===== src/rtl/alu_muldiv_seq_pkg.sv =====
// alu_muldiv_seq_pkg: shared width, ALU op codes and sequencer states
package alu_muldiv_seq_pkg;
  localparam int WIDTH = 16;
  localparam int STEPS = 16;
  localparam logic [5:0] OP_ADD  = 6'b000000;
  localparam logic [5:0] OP_SUB  = 6'b000001;
  localparam logic [5:0] OP_IDLE = 6'b000010;
  typedef enum logic [1:0] {IDLE, ISSUE, WAIT, FIN} state_t;
endpackage


===== src/rtl/alu_muldiv_seq_if.sv =====
// alu_muldiv_seq_if: request/result bus plus the borrowed execute-ALU port
interface alu_muldiv_seq_if;
  import alu_muldiv_seq_pkg::*;
  logic             start, mode, busy, done, div_zero, alu_req;
  logic [WIDTH-1:0] opa, opb, res_hi, res_lo, alu_a, alu_b, alu_ans;
  logic [5:0]       alu_op;
  modport master (
    output start, mode, opa, opb, alu_ans,
    input  busy, done, res_hi, res_lo, div_zero, alu_req, alu_a, alu_b, alu_op
  );
  modport slave (
    input  start, mode, opa, opb, alu_ans,
    output busy, done, res_hi, res_lo, div_zero, alu_req, alu_a, alu_b, alu_op
  );
endinterface


===== src/rtl/alu_carry_recover.sv =====
// alu_carry_recover: rebuilds add carry-out or subtract no-borrow from bit 15 of a, b and the ALU answer
module alu_carry_recover (
  input  logic a15,
  input  logic b15,
  input  logic ans15,
  input  logic sub,
  output logic c
);
  logic bb;
  assign bb = b15 ^ sub;
  assign c  = (a15 & bb) | ((a15 | bb) & ~ans15);
endmodule


===== src/rtl/alu_muldiv_seq.sv =====
// alu_muldiv_seq: 16-step shift-add multiply / restoring divide on the shared execute ALU
module alu_muldiv_seq import alu_muldiv_seq_pkg::*; (
  input logic clk,
  input logic reset,
  alu_muldiv_seq_if.slave bus
);
  state_t state;
  logic [WIDTH-1:0] hi, lo, opr, hi_n, lo_n, src_hi, src_lo, src_opr, iss_a, iss_b;
  logic [3:0] cnt;
  logic div, spill, cy, q, src_div;
  alu_carry_recover u_carry (
    .a15(bus.alu_a[WIDTH-1]), .b15(bus.alu_b[WIDTH-1]),
    .ans15(bus.alu_ans[WIDTH-1]), .sub(div), .c(cy)
  );
  assign q = spill | cy;
  assign bus.alu_req = bus.busy;
  // Next-step operands come from the fresh start inputs in IDLE, else from this step's update
  always_comb begin
    hi_n    = div ? (q ? bus.alu_ans : bus.alu_a) : {cy, bus.alu_ans[WIDTH-1:1]};
    lo_n    = div ? {lo[WIDTH-2:0], q} : {bus.alu_ans[0], lo[WIDTH-1:1]};
    src_div = (state == IDLE) ? bus.mode : div;
    src_hi  = (state == IDLE) ? '0 : hi_n;
    src_lo  = (state == IDLE) ? (bus.mode ? bus.opa : bus.opb) : lo_n;
    src_opr = (state == IDLE) ? (bus.mode ? bus.opb : bus.opa) : opr;
    iss_a   = src_div ? {src_hi[WIDTH-2:0], src_lo[WIDTH-1]} : src_hi;
    iss_b   = (src_div | src_lo[0]) ? src_opr : '0;
  end
  always_ff @(posedge clk) begin
    if (reset) begin
      state        <= IDLE;
      bus.busy     <= 1'b0;
      bus.done     <= 1'b0;
      bus.div_zero <= 1'b0;
      bus.res_hi   <= '0;
      bus.res_lo   <= '0;
      bus.alu_a    <= '0;
      bus.alu_b    <= '0;
      bus.alu_op   <= OP_IDLE;
      cnt          <= '0;
      hi           <= '0;
      lo           <= '0;
      opr          <= '0;
      div          <= 1'b0;
      spill        <= 1'b0;
    end else begin
      bus.done <= 1'b0;
      case (state)
        IDLE: if (bus.start) begin
          div          <= bus.mode;
          hi           <= '0;
          lo           <= src_lo;
          opr          <= src_opr;
          cnt          <= '0;
          bus.div_zero <= 1'b0;
          if (bus.mode && bus.opb == '0) begin
            state        <= FIN;
            bus.done     <= 1'b1;
            bus.div_zero <= 1'b1;
            bus.res_hi   <= bus.opa;
            bus.res_lo   <= '1;
          end else begin
            state      <= ISSUE;
            bus.busy   <= 1'b1;
            bus.alu_a  <= iss_a;
            bus.alu_b  <= iss_b;
            bus.alu_op <= bus.mode ? OP_SUB : OP_ADD;
            spill      <= src_hi[WIDTH-1];
          end
        end
        ISSUE: state <= WAIT;
        WAIT: begin
          hi <= hi_n;
          lo <= lo_n;
          if (cnt == 4'(STEPS - 1)) begin
            state      <= FIN;
            bus.busy   <= 1'b0;
            bus.done   <= 1'b1;
            bus.res_hi <= hi_n;
            bus.res_lo <= lo_n;
            bus.alu_op <= OP_IDLE;
          end else begin
            state     <= ISSUE;
            cnt       <= cnt + 4'd1;
            bus.alu_a <= iss_a;
            bus.alu_b <= iss_b;
            spill     <= src_hi[WIDTH-1];
          end
        end
        default: state <= IDLE;
      endcase
    end
  end
endmodule


===== src/flat_wrapper.sv =====
// flat-port wrapper written by rule: the top's interface ports become plain ports
module alu_muldiv_seq_flat import alu_muldiv_seq_pkg::*;
  (clk, reset, bus_start, bus_mode, bus_opa, bus_opb, bus_alu_ans, bus_busy, bus_done, bus_res_hi, bus_res_lo, bus_div_zero, bus_alu_req, bus_alu_a, bus_alu_b, bus_alu_op);
  alu_muldiv_seq_if bus_i ();
  input logic clk;
  input logic reset;
  input wire logic [$bits(bus_i.start)-1:0] bus_start;
  input wire logic [$bits(bus_i.mode)-1:0] bus_mode;
  input wire logic [$bits(bus_i.opa)-1:0] bus_opa;
  input wire logic [$bits(bus_i.opb)-1:0] bus_opb;
  input wire logic [$bits(bus_i.alu_ans)-1:0] bus_alu_ans;
  output wire logic [$bits(bus_i.busy)-1:0] bus_busy;
  output wire logic [$bits(bus_i.done)-1:0] bus_done;
  output wire logic [$bits(bus_i.res_hi)-1:0] bus_res_hi;
  output wire logic [$bits(bus_i.res_lo)-1:0] bus_res_lo;
  output wire logic [$bits(bus_i.div_zero)-1:0] bus_div_zero;
  output wire logic [$bits(bus_i.alu_req)-1:0] bus_alu_req;
  output wire logic [$bits(bus_i.alu_a)-1:0] bus_alu_a;
  output wire logic [$bits(bus_i.alu_b)-1:0] bus_alu_b;
  output wire logic [$bits(bus_i.alu_op)-1:0] bus_alu_op;
  assign bus_i.start = bus_start;
  assign bus_i.mode = bus_mode;
  assign bus_i.opa = bus_opa;
  assign bus_i.opb = bus_opb;
  assign bus_i.alu_ans = bus_alu_ans;
  assign bus_busy = bus_i.busy;
  assign bus_done = bus_i.done;
  assign bus_res_hi = bus_i.res_hi;
  assign bus_res_lo = bus_i.res_lo;
  assign bus_div_zero = bus_i.div_zero;
  assign bus_alu_req = bus_i.alu_req;
  assign bus_alu_a = bus_i.alu_a;
  assign bus_alu_b = bus_i.alu_b;
  assign bus_alu_op = bus_i.alu_op;
  alu_muldiv_seq u_core (.clk(clk), .reset(reset), .bus(bus_i));
endmodule

===== config.mk =====
export PLATFORM = sky130hd
export DESIGN_NAME = alu_muldiv_seq_flat
export DESIGN_NICKNAME = d
export VERILOG_FILES = /design/src/rtl/alu_muldiv_seq_pkg.sv /design/src/rtl/alu_muldiv_seq_if.sv /design/src/rtl/alu_carry_recover.sv /design/src/rtl/alu_muldiv_seq.sv /design/src/flat_wrapper.sv
export SDC_FILE = /design/constraint.sdc
export NUM_CORES = 1
export LEC_CHECK = 0
export CAP_MARGIN = 25
export CELL_PAD_IN_SITES_DETAIL_PLACEMENT = 1
export CELL_PAD_IN_SITES_GLOBAL_PLACEMENT = 1
export CORE_ASPECT_RATIO = 1.4
export CORE_MARGIN = 2
export CORE_UTILIZATION = 35
export CTS_BUF_LIST = sky130_fd_sc_hd__clkbuf_4 sky130_fd_sc_hd__clkbuf_8 sky130_fd_sc_hd__clkbuf_16
export DETAILED_ROUTE_END_ITERATION = 12
export DONT_BUFFER_PORTS = 1
export HOLD_SLACK_MARGIN = 0.05
export PLACE_DENSITY = 0.73
export SYNTH_ARGS = -nofsm -noshare
export SYNTH_HDL_FRONTEND = slang
export SYNTH_SLANG_ARGS = --single-unit

===== constraint.sdc =====
create_clock -name clk -period 1.93 [get_ports clk]
set_clock_uncertainty 0.15 [all_clocks]
set_input_delay 0.193 -clock clk [delete_from_list [all_inputs] [get_ports clk]]
set_output_delay 0.193 -clock clk [all_outputs]
set_load 0.03 [all_outputs]

After elaboration in Yosys (flattened, before gate mapping)
Index checks and enable logic that the tools add are counted.
- flip-flop bits (word level): 113
- input bits: 52
- output and inout bits: 74
- word-level logic and storage cells: 94
- $add $sub $neg: 1
- equal/unequal tests: 8
- multiplexer cells: 53
- bitwise logic cells: 8
- reductions and logical operators: 10
- operators with widths (cell ; count):
    $mux W16 ; 23
    $pmux W16 S2 ; 5
    $mux W6 ; 3
    $logic_not A16 Y1 ; 1
    $pmux W6 S2 ; 1
    $reduce_and A4 Y1 ; 3
    $mux W1 ; 11
    $mux W4 ; 2
    $ne A2 B2 Y1 const B ; 4
    $pmux W4 S2 ; 1
    $mux W2 ; 3
    $pmux W1 S2 ; 3
    $pmux W2 S3 ; 1
    $add A4 B1 Y4 const B ; 1
    $eq A4 B4 Y1 const B ; 1
    $or A1 B1 Y1 ; 4
    $reduce_and A2 Y1 ; 2
    $reduce_and A3 Y1 ; 1
    $and A1 B1 Y1 ; 2
    $eq A2 B1 Y1 const B ; 1
    $eq A2 B2 Y1 const B ; 1
    $logic_not A2 Y1 ; 1
    $ne A2 B1 Y1 const B ; 1
    $reduce_bool A2 Y1 ; 1
    other kinds (3) ; 3

Logic depth before layout (Yosys ltp)
- word-level depth: 12
- depth in mapped cells: 9
- depth with buffers taken out: 6

Hierarchy
A second synthesis with hierarchy kept.
- cell total of the unflattened synthesis: 692
- area, all modules: 6080.8 um^2
- by module, submodules not included (module ; times used ; cells an instance ; area each (um^2) ; seq. area each (um^2)):
    alu_muldiv_seq ; 1 ; 689 ; 6057.1 ; 2182.1
    alu_carry_recover ; 1 ; 3 ; 23.8 ; 0.0

Worst setup path after synthesis
Ideal clock, no wire load.
- path type: flip-flop to flip-flop
- from: reg u_core.cnt[0]
- to: reg u_core.bus.alu_b[10]
- library setup time: 0.072 ns
- data arrival time: 1.785 ns
- data required time: 1.708 ns
- path slack: -0.076 ns
- cell stages (with the launch flop): 8
- path buffers: 2
- period minus slack after synthesis: 2.006 ns
- cells stage by stage: dfxtp_1 -> ha_1 -> and3_1 -> clkbuf_1 -> a21o_1 -> nor2_2 -> buf_4 -> mux2i_1
- cells in the longest elaborated chain, start to end: 3
- RTL lines (what ; RTL line ; RTL):
    from (decl) ; alu_muldiv_seq.sv:9 ; logic [3:0] cnt;
    from (signal assigned) ; alu_muldiv_seq.sv:83 ; cnt <= cnt + 4'd1;
    $eq A4 B4 Y1 ; alu_muldiv_seq.sv:74 ; if (cnt == 4'(STEPS - 1)) begin
    $ne A2 B2 Y1 (no line) ; - ;
    $reduce_and A4 Y1 (no line) ; - ;
    to (signal assigned) ; alu_muldiv_seq.sv:65 ; bus.alu_b <= iss_b;
    to (signal assigned) ; alu_muldiv_seq.sv:85 ; bus.alu_b <= iss_b;
    to (decl) ; alu_muldiv_seq_if.sv:13 ; output busy, done, res_hi, res_lo, div_zero, alu_req, alu_a, alu_b, alu_op
No other way between the ends.
A chain may end at the register's enable or synchronous reset.

Worst setup path in the final report
- from: reg u_core.bus.alu_a[15]
- to: reg u_core.bus.alu_a[10]
- cells in the longest elaborated chain, start to end: 11
- elaborated cells on any way between the ends: 13
- classes of those cells: 8 x mux; 5 x bitwise
- RTL lines (what ; RTL line ; RTL):
    from (decl) ; alu_muldiv_seq_if.sv:13 ;
    from (signal assigned) ; alu_muldiv_seq.sv:64 ; bus.alu_a <= iss_a;
    from (signal assigned) ; alu_muldiv_seq.sv:84 ; bus.alu_a <= iss_a;
    $or A1 B1 Y1 ; alu_carry_recover.sv:11 ; assign c = (a15 & bb) | ((a15 | bb) & ~ans15);
    $and A1 B1 Y1 ; alu_carry_recover.sv:11 ;
    $or A1 B1 Y1 (*) ; alu_carry_recover.sv:11 ;
    $or A1 B1 Y1 (*) ; alu_muldiv_seq.sv:15 ; assign q = spill | cy;
    $mux W16 (*) (2 in a row) ; alu_muldiv_seq.sv:19 ; hi_n = div ? (q ? bus.alu_ans : bus.alu_a) : {cy, bus.alu_ans[WIDTH-1:1]};
    $mux W16 (*) ; alu_muldiv_seq.sv:22 ; src_hi = (state == IDLE) ? '0 : hi_n;
    $mux W16 (*) ; alu_muldiv_seq.sv:25 ; iss_a = src_div ? {src_hi[WIDTH-2:0], src_lo[WIDTH-1]} : src_hi;
    $mux W16 ; alu_muldiv_seq.sv:55 ; if (bus.mode && bus.opb == '0) begin
    $mux W16 ; alu_muldiv_seq.sv:48 ; IDLE: if (bus.start) begin
    $pmux W16 S2 (*) ; alu_muldiv_seq.sv:47 ; case (state)
Mark *: on every way between the ends. The rest lies on a longest branch, timed or not. The select of a mux whose other input is x is not followed.

==> metrics <==
number of max-cap violations=0; number of H-tree branching levels=3; DIE WIDTH=111.4 µm; critical path start-end classification=reg -> reg; Sequential Power Share=between 40% and 50%; worst-path fanout max=8; Final Worst Setup Slack=-39.36 ps; Area after DPL=about 0.006 mm²; share of the synthesized area in the top cell type=about two fifths; highest-count cells in the layout ignoring fill and taps=dfxtp_1, nor2_1, mux2i_1; share of the core filled with cells=between 40% and 50%; Slew Limit Headroom=between 60% and 70%; accumulated negative setup slack=-369.1 ps; clock root buffer=clkbuf_16; largest net degree at the start of global routing=between 90 and 100; commonest register cell after synthesis=dfxtp_1; total design power=approximately 5.6 mW; most frequent standard cell in the layout excluding fill and tap cells=dfxtp_1; clock buffer count from CTS=9; run status=finished, violations left; share of the clock period used by the worst path after layout=102.0%; post-route cell area=approximately 0.007 mm²; placer congestion estimate=roughly 0.86; sequential element share of the synthesized area=about two fifths; Unique masters post-synth=51; final count of negative-setup-slack endpoints=20; clock network fraction of design power=around two fifths; clock net sink count=109; Slew Viols, Final=0; share of cells above drive strength 1=roughly a fifth; DRT Pass-1 Iters=4; Synth area leader=dfxtp_1; Die Area=approximately 0.017 mm²; Setup Slack @ Placement=-390.0 ps; Largest delay share family, worst path=simple AND/OR/NAND/NOR gates; vias post-DR=just over 5,000; initial core utilization=a little over a third; ranking of synthesized cells by area=dfxtp_1, mux2i_1, a21oi_1; cell at the slowest stage of the critical path=or3b_4; post-detailed-route via-to-cell ratio=about 5.8; mean post-synth cell area=between 8 and 9 µm²; count of flip-flops with a built-in enable after synthesis=0; top-level I/O count=126; flip-flop and latch count after synthesis=around 110; transition time at the pin with the least slew margin=between 400 and 500 ps; maximum clock frequency=roughly 510 MHz; cell area after synthesis=0.005649 mm²; total routing resource utilization after global routing=between 20% and 30%; global-route wire length before repair=approximately 30,000 µm; failing checks=hold timing, setup timing; worst supply voltage drop on vdd=roughly 0.42 mV; Row Count=55; DRC Markers=0; number of warnings reported in the yosys synthesis log=0; number of buffers and inverters on the critical path=2; net total in the final layout=730; final-report hold violation count=77; required arrival time at the worst endpoint=approximately 2000 ps; Total Routed Length=approximately 20,000 µm; static power due to leakage=2.768 nW; Int Pwr=between 4 and 5 mW; element type at the critical path start=register; type of the tightest min-delay check=in -> reg; list of cells traversed by the critical path=buf_8 -> or3b_4 -> o31ai_4 -> buf_12 -> mux2i_1 -> a21oi_1 -> a21o_1; switching power as a share of total power=between 20% and 30%; synthesized instance count=approximately 640; clock tree from TritonCTS=yes; hold buffers post-CTS=32; number of antenna violations at the first check in global routing=0; Worst-Skew Late Latency=360 ps; worst hold slack=-240.1 ps; net load switching power=1.509 mW; combinational share of power=between 10% and 20%; buffer levels on the longest clock path=2; PwrDens=788.9 mW/mm²; Die Span Y=roughly 150 µm; count of placed standard cells including taps=slightly above 800; area growth from synthesis to layout=24.87%; delay of the slowest cell on the worst path=between 300 and 400 ps; post-layout minimum cycle time=around 2000 ps; core footprint=roughly 0.016 mm²; detailed placer's ending HPWL=13,230 µm; arrival time of data at the critical path endpoint=2080 ps; Crit. End Element=register; count of buffers from port buffering=0; global route total overflow=0; wire length per cell after detailed routing=around 22 µm; Final Instance Count excl. Fillers=881; initial drt markers=between 200 and 250; antenna-violating nets left=0; vias in the first global route=about 5,500; setup repair after global routing missed its margin=true; number of antenna diodes=0; clock-pin slew of the registers on the worst-case setup and hold paths=about 70 ps; share of flip-flops with an asynchronous set or reset=0%
[worst reg2reg max path, cell delays in order (launching register included)]
cell and delay (ps):
dfxtp_2 340, buf_8 140, or3b_4 390, o31ai_4 120
buf_12 210, mux2i_1 270, a21oi_1 100, a21o_1 150
[Yosys cell counts (3+ instances only)]
library cell / n
dfxtp_1: 109
nor2_1: 65
mux2i_1: 64
a21oi_1: 56
a211oi_1: 37
clkbuf_1: 33
nand2_1: 32
o21ai_0: 32
nand2b_1: 20
a311oi_1: 17
a21o_1: 16
o211ai_1: 16
nor2b_1: 14
o211a_1: 14
nor3_1: 13
nor3b_1: 13
buf_2: 12
buf_4: 12
nor3_2: 9
buf_1: 6
inv_1: 5
mux2_2: 5
nand3_1: 4
o31ai_1: 3
xor2_1: 3
[path summary, 6_finish.rpt]
kind,startpoint,endpoint,slack (ps),cells past startpoint
min reg2reg,u_core.bus.alu_req,u_core.bus.alu_req,310,2
max reg2reg,u_core.bus.alu_a[15],u_core.bus.alu_a[10],-40,7
min,reset,u_core.bus.alu_b[7],-240,1
max,u_core.bus.alu_a[15],u_core.bus.alu_a[10],-40,7
[power groups by stage]
stage,logic [mW],registers (mW),clock network [mW]
2_1_floorplan,0.582,2.53,0
3_3_place_gp,0.706,2.55,0
4_1_cts,0.835,2.51,2.24
3_5_place_dp,0.733,2.56,0
6_report,0.862,2.51,2.19
5_1_grt,0.938,2.52,2.33
[registers in the layout, summed over array words and instances, names as in the netlist]
register	count
u_core.bus.alu_a	16
u_core.bus.res_lo	16
u_core.opr	16
u_core.lo	16
u_core.bus.alu_op	2
u_core.bus.alu_req	1
u_core.bus.done	1
u_core.div	1
u_core.bus.div_zero	1
u_core.state	2
u_core.spill	1
u_core.cnt	4
u_core.bus.alu_b	16
u_core.bus.res_hi	16
[layer usage]
metal	GRT usage (%)	wire length [µm]	up-vias	part of all wire, %
met5	0	0	-	0
met4	8.113	446	0	2.3
met3	5.094	1231	25	6.3
met2	40.13	10070	127	51
met1	25.82	7816	2552	40
li1	-	-	2406	-
[timing repair]
item,4_1_cts,5_1_grt
gates cloned,3,1
resized for setup,19,33
hold endpoints to repair,108,77
buffers inserted,2,2
pin swaps,5,9
setup endpoints to repair,60,52
[final cells by class]
type / instances / area [µm²]
flip-flops and latches: 109 / 2192
clock buffers: 10 / 239.0
fillers: 1814 / 8911
clock inverters: 6 / 108.9
inverters: 5 / 18.77
multi-input cells: 466 / 3339
well taps: 199 / 249.0
repair buffers: 86 / 907.1
[cell families after synthesis]
| kind of cell | share of synthesized area [%] |
|---|---|
| muxes | 12.34 |
| and+or+nand+nor | 17.32 |
| DFF | 38.63 |
| AOI/OAI and AO/OA | 24.98 |
| xor gates and xnor gates | 0.4652 |
| other | 0.06638 |
| buffers and inverters | 5.980 |
| adders and majority gates | 0.2214 |
(Power assumes the default switching activity.)
